--- src/rtl/digitron_pkg.sv ---
// digitron_pkg: shared glyph constants, types and anode decode for the 8-digit display
package digitron_pkg;
  typedef logic [7:0] glyph_t;
  typedef logic [2:0] digit_idx_t;
  localparam glyph_t GLYPH_BLANK = 8'hFF;
  localparam logic [7:0] AN_OFF = 8'hFF;
  localparam glyph_t DP_ON_MASK = 8'hFE;
  localparam glyph_t GLYPH_0 = 8'h03;
  localparam glyph_t GLYPH_1 = 8'h9F;
  localparam glyph_t GLYPH_2 = 8'h25;
  localparam glyph_t GLYPH_3 = 8'h0D;
  localparam glyph_t GLYPH_4 = 8'h99;
  localparam glyph_t GLYPH_5 = 8'h49;
  localparam glyph_t GLYPH_6 = 8'h41;
  localparam glyph_t GLYPH_7 = 8'h1F;
  localparam glyph_t GLYPH_8 = 8'h01;
  localparam glyph_t GLYPH_9 = 8'h09;
  localparam glyph_t GLYPH_H = 8'h91;
  localparam glyph_t GLYPH_E = 8'h61;
  localparam glyph_t GLYPH_L = 8'hE3;
  localparam glyph_t GLYPH_O = 8'h03;
  localparam glyph_t GLYPH_F = 8'h71;
  localparam glyph_t GLYPH_I = 8'hF3;
  localparam glyph_t GLYPH_N = 8'hD5;

  function automatic logic [7:0] an_decode(input digit_idx_t idx);
    return ~(8'b1 << idx);
  endfunction

  function automatic glyph_t digit_glyph(input logic [3:0] d);
    return d == 4'd0 ? GLYPH_0 :
           d == 4'd1 ? GLYPH_1 :
           d == 4'd2 ? GLYPH_2 :
           d == 4'd3 ? GLYPH_3 :
           d == 4'd4 ? GLYPH_4 :
           d == 4'd5 ? GLYPH_5 :
           d == 4'd6 ? GLYPH_6 :
           d == 4'd7 ? GLYPH_7 :
           d == 4'd8 ? GLYPH_8 :
           d == 4'd9 ? GLYPH_9 : GLYPH_BLANK;
  endfunction
endpackage

--- src/rtl/rr_arbiter.sv ---
// rr_arbiter: round-robin one-hot grant with a masking clear and pointer advance on grant
module rr_arbiter #(
  parameter int NUM_REQ = 3
) (
  input  logic                clock,
  input  logic                reset,
  input  logic [NUM_REQ-1:0]  req,
  input  logic                clear,
  input  logic                advance,
  output logic [NUM_REQ-1:0]  gnt,
  output logic [(NUM_REQ>1 ? $clog2(NUM_REQ) : 1)-1:0] win
);
  localparam int RW = NUM_REQ > 1 ? $clog2(NUM_REQ) : 1;
  logic [RW-1:0] rr_ptr_q, rr_ptr_d;
  logic found;
  int c;
  // first requester at or after the pointer, wrapping; clear suppresses the grant
  always_comb begin
    found = 1'b0;
    win = '0;
    c = 0;
    for (int k = 0; k < NUM_REQ; k++) begin
      c = (int'(rr_ptr_q) + k) % NUM_REQ;
      if (!found && req[c]) begin
        found = 1'b1;
        win = RW'(c);
      end
    end
    gnt = (found && !clear) ? (NUM_REQ'(1) << win) : '0;
    rr_ptr_d = (found && !clear && advance) ? (win == RW'(NUM_REQ-1) ? '0 : win + RW'(1)) : rr_ptr_q;
  end
  // pointer moves past the winner only when a grant is taken
  always_ff @(posedge clock or posedge reset) begin
    if (reset) rr_ptr_q <= '0;
    else rr_ptr_q <= rr_ptr_d;
  end
endmodule

--- src/rtl/digitron_scan_scheduler.sv ---
// digitron_scan_scheduler: glyph frame buffer with arbitrated writes, multiplexed onto an 8-digit display
module digitron_scan_scheduler
  import digitron_pkg::*;
#(
  parameter int NUM_REQ = 3,
  parameter int SCAN_DIV = 16384,
  parameter int BLANK_CYCLES = 4
) (
  input  logic                  clock,
  input  logic                  reset,
  input  logic [NUM_REQ-1:0]    req,
  input  logic [3*NUM_REQ-1:0]  wr_digit,
  input  logic [8*NUM_REQ-1:0]  wr_glyph,
  output logic [NUM_REQ-1:0]    gnt,
  input  logic                  clear,
  output logic [7:0]            seq,
  output logic [7:0]            an,
  output logic                  frame_done
);
  localparam int RW = NUM_REQ > 1 ? $clog2(NUM_REQ) : 1;
  localparam int DW = $clog2(SCAN_DIV);
  logic [RW-1:0] win;
  glyph_t buffer_q [8];
  glyph_t buffer_d [8];
  logic [DW-1:0] div_cnt_q, div_cnt_d;
  digit_idx_t idx_q, idx_d;
  glyph_t seq_q, seq_d;
  logic [7:0] an_q, an_d;
  logic frame_done_q, frame_done_d;
  logic slot_end, show;

  rr_arbiter #(.NUM_REQ(NUM_REQ)) u_arb (
    .clock   (clock),
    .reset   (reset),
    .req     (req),
    .clear   (clear),
    .advance (1'b1),
    .gnt     (gnt),
    .win     (win)
  );

  // buffer update: clear wins over the granted write
  always_comb begin
    buffer_d = buffer_q;
    if (clear) for (int i = 0; i < 8; i++) buffer_d[i] = GLYPH_BLANK;
    else if (|gnt) buffer_d[wr_digit[3*int'(win) +: 3]] = wr_glyph[8*int'(win) +: 8];
  end

  // slot counter, digit index and the registered display drive for the next cycle
  always_comb begin
    slot_end = div_cnt_q == DW'(SCAN_DIV-1);
    show = div_cnt_q < DW'(SCAN_DIV-BLANK_CYCLES);
    div_cnt_d = slot_end ? '0 : div_cnt_q + DW'(1);
    idx_d = slot_end ? idx_q + 3'd1 : idx_q;
    an_d = show ? an_decode(idx_q) : AN_OFF;
    seq_d = show ? buffer_q[idx_q] : GLYPH_BLANK;
    frame_done_d = slot_end && idx_q == 3'd7;
  end

  // all state restarts from a blank display at digit 0
  always_ff @(posedge clock or posedge reset) begin
    if (reset) begin
      for (int i = 0; i < 8; i++) buffer_q[i] <= GLYPH_BLANK;
      div_cnt_q <= '0;
      idx_q <= '0;
      seq_q <= GLYPH_BLANK;
      an_q <= AN_OFF;
      frame_done_q <= 1'b0;
    end else begin
      buffer_q <= buffer_d;
      div_cnt_q <= div_cnt_d;
      idx_q <= idx_d;
      seq_q <= seq_d;
      an_q <= an_d;
      frame_done_q <= frame_done_d;
    end
  end

  assign seq = seq_q;
  assign an = an_q;
  assign frame_done = frame_done_q;
endmodule

--- config.mk ---
export PLATFORM = sky130hd
export DESIGN_NAME = digitron_scan_scheduler
export DESIGN_NICKNAME = d
export VERILOG_FILES = /design/src/rtl/digitron_pkg.sv /design/src/rtl/rr_arbiter.sv /design/src/rtl/digitron_scan_scheduler.sv
export SDC_FILE = /design/constraint.sdc
export NUM_CORES = 1
export LEC_CHECK = 0
export ABC_AREA = 0
export BUFFER_PORTS_ARGS = -buffer_cell sky130_fd_sc_hd__buf_2
export CAP_MARGIN = 40
export CORE_UTILIZATION = 57
export CTS_BUF_LIST = sky130_fd_sc_hd__clkbuf_16
export CTS_CLUSTER_SIZE = 14
export DETAILED_ROUTE_END_ITERATION = 10
export HOLD_SLACK_MARGIN = 0.12
export PLACE_DENSITY_LB_ADDON = 0.15
export SLEW_MARGIN = 20
export SYNTH_ARGS = -nofsm -noshare
export SYNTH_HDL_FRONTEND = slang
export SYNTH_SLANG_ARGS = --single-unit
--- constraint.sdc ---
create_clock -name clock -period 8.3 [get_ports clock]
set_input_delay 0.83 -clock clock [delete_from_list [all_inputs] [get_ports clock]]
set_output_delay 0.83 -clock clock [all_outputs]
set_load 0.1 [all_outputs]
==> results.toml <==
[status]
status = "complete, no violations"

[die]
fp.coreArea_sq_mm = 0.00889
start_util_pct = 59.9
ios = 59
dieArea_sq_mm = 0.00974
fp-row-count = 34
die-width_microns = 98.7
die_h_microns = 98.7

[cells_and_area]
utilization_pct = 68.0
nets = 578
fillers = 689
drive_gt1_share_pct = 37.5
multi_input_comb_area_sq_mm = 0.00260
antennaDiodeCount = 0
stdcell_count = 641
seqCellArea_sq_mm = 0.00260
area_growth_pct = 13.5

[global_route]
grt_antenna_before_repair = 0
grtUsageMet3_pct = 4.54
grt_max_degree = 75
grtUsageTotal_pct = 25.9
grt_overflow_total = 0
grtUsageMet2_pct = 43.4
busiest_layer = "met2"
grt_pass1_vias = 3867
grt_util_met1_pct = 35.8
grt_pass1_wl_microns = 19500

[sta]
tns_ns = 0
rsz0062_at_grt = "no"
post-route-min-period_ns = 3.66
fin_ws_ns = 4.64
worstMarginPinSlew_ns = 0.856
hold_ws_ns = 0.473
fmax_mhz = 273
setup-violations-final = 0
hold_violations = 0
slew_violations = 0
skew_ns = 0.00853
slew_headroom_pct = 42.9
fin_crit_sh_pct = 44.1

[flow_run]
cap_viol_max_count = 0

[route]
vias = 3807
drc = 0
routed_wl_microns = 11500
postRouteAntennaNets = 0
dr.first_iter.drc_count = 179
wl_per_cell_microns = 18.0
viasPerCell = 5.94
first_pass_iters = 4

[power]
p_switching_uw = 893
peakVddDrop_v = 0.000375
p_clk_share_pct = 19.6
combPwrFrac_pct = 46.6
internal-power_uw = 1210
swShare_pct = 42.4
p_leak_uw = 0.00266
cellPowerDensity_mw_per_mm2 = 348
seqPwrFrac_pct = 33.8

[clock_tree]
clock_latency_ns = 0.34
htree_levels = 3
cts.sinks = 100
cts_made_buffers = 9
clk_path_buf_depth = 2
cts_setup_buffers = 0
cts_tree = "yes"
cts_resized = 0
postCtsHoldBufs = 0
cts_root_buffer = "clkbuf_16"
clk_pin_slew_ns = 0.07

[logic_synthesis]
synth_cells = 474
yosysUniqueCellTypes = 49
synthFlopType = "dfstp_2"
syn_nets = 524
synth-edff-count = 0
avgSynthCellArea_sq_um = 11.2
yosysSeqAreaShare_pct = 48.8
ys_ff_latch = 100
synth_area_sq_mm = 0.00533
yosys_warnings = 0
synthArstFlopShare_pct = 100

[setup_path]
end_kind = "primary output"
max_stage_delay_ns = 0.43
startpoint_type = "register"
reg2reg_from = "u_arb.rr_ptr_q[0]$_DFFE_PP0P_"
critPathBufInv = 3
r2r_cells = 8
reg2reg_to = "buffer_q[29]$_DFFE_PP1P_"
crit_slowest_cell = "buf_2"
worstPathCellList = "inv_1 > ha_1 > mux2i_1 > nor2_2 > a21o_1 > buf_6 > nand2_1 > nor2_1 > buf_2"
worstPathArrival_ns = 2.83
rrSetupSlack_ns = 5.08
cp_max_fo = 18
crit_required_ns = 7.47
path_class = "register to primary output"
crit_family = "buffers and inverters"
critPathLaunch = "u_arb.rr_ptr_q[1]$_DFFE_PP0P_"

[place]
portBuffers = 58
place_inst = 624
dp_hpwl_microns = 7990
dp_slack_ns = 4.62
gp_congestion = 0.860

[worst_hold_path]
worstHoldStart = "div_cnt_q[4]$_DFF_PP0_"
hold_path_class = "register to register"
whs_endpoint = "div_cnt_q[4]$_DFF_PP0_"
whs_path_depth = 1
[worst reg2reg max path: stages, from the launching register on]
cell	delay (ns)
dfrtp_1	0.37
inv_1	0.09
ha_1	0.41
mux2i_1	0.38
o2111a_1	0.31
nor2_1	0.16
nor4b_1	0.53
o211a_1	0.62
mux2i_1	0.28
[metal layers]
metal  vias to the layer above  wire length, microns
met4                         0                   107
met2                       108                  5800
met1                      1903                  5130
met3                         9                   498
met5                         -                     0
li1                       1787                     -
[cell usage in the layout (no fill, tap or decap), types with 7 or more instances in the layout]
cell type	count
clkbuf_16	9
nand3_1	17
nand2_1	55
mux2i_1	70
a311oi_2	8
dfrtp_1	20
mux4_2	16
xor2_1	7
buf_2	58
dfstp_2	80
nor2_1	76
inv_1	9
a21oi_1	13
ha_1	11
[synth_stat cells (2+ instances only)]
library cell,number,share of area [%]
a21oi_1,13,1.2
a311oi_2,8,2.3
a31oi_1,2,0.23
and2_1,4,0.47
and3_1,6,0.70
and4_1,2,0.33
buf_1,3,0.21
buf_2,2,0.19
clkbuf_1,17,1.2
dfrtp_1,20,9.4
dfstp_2,80,39
ha_1,11,2.6
inv_1,8,0.56
mux2i_1,70,13
mux4_2,16,6.8
nand2_1,55,3.9
nand3_1,17,1.6
nand3b_1,4,0.56
nand4_1,4,0.47
nand4_2,2,0.47
nor2_1,76,5.4
nor2b_1,4,0.47
nor3_1,3,0.28
o211ai_2,6,1.4
o21a_1,2,0.28
o21ai_0,4,0.38
o21ai_1,3,0.28
xnor2_1,5,0.82
xor2_1,7,1.2
[cell families (layout without fill, tap and decap cells)]
kind of cell,Yosys count,after routing,synth area share (%)
flops,100,100,48.8
buf+inv,32,91,2.44
compound gates,52,52,8.99
fa+ha+maj,11,11,2.58
simple gates,180,180,15.1
mux,87,87,20.1
xor+xnor,12,12,1.97
[power by group through the flow]
stage          clock [uW]  combinational [uW]  sequential (uW)
2_1_floorplan           0                 676              809
3_3_place_gp            0                 943              715
3_5_place_dp            0                 972              718
4_1_cts               420                 977              712
5_1_grt               435                1060              725
6_report              412                 981              712
[per-stage QoR]
stage | instance area (sq um) | power (uW)
final | 6050 | 2110
after global placement | 5690 | 1660
after CTS | 6030 | 2110
after global routing | 6050 | 2220
after floorplan | 5330 | 1480
after detailed placement | 5740 | 1690
[worst max-delay path by stage]
stage / endpoint / cells past startpoint
3_5_place_dp: gnt[1] / 7
4_1_cts: gnt[1] / 8
2_1_floorplan: gnt[0] / 9
6_report: gnt[1] / 9
3_3_place_gp: gnt[0] / 7
5_1_grt: gnt[1] / 9
[final cells by class]
| class | count | area share (%) |
|---|---|---|
| flip-flops and latches | 100 | 43.0 |
| clock inverters | 7 | 1.16 |
| well taps | 108 | 2.24 |
| repair buffers | 66 | 6.31 |
| clock buffers | 9 | 3.73 |
| inverters | 9 | 0.579 |
| multi-input cells | 342 | 42.9 |
[state kept, by name, summed over array words and instances, names as in the netlist]
register and cells:
frame_done 1, buffer_q 64, div_cnt_q 14, an 8, seq 8, u_arb.rr_ptr_q 2, idx_q 3
Power figures use the tool's default switching activity.
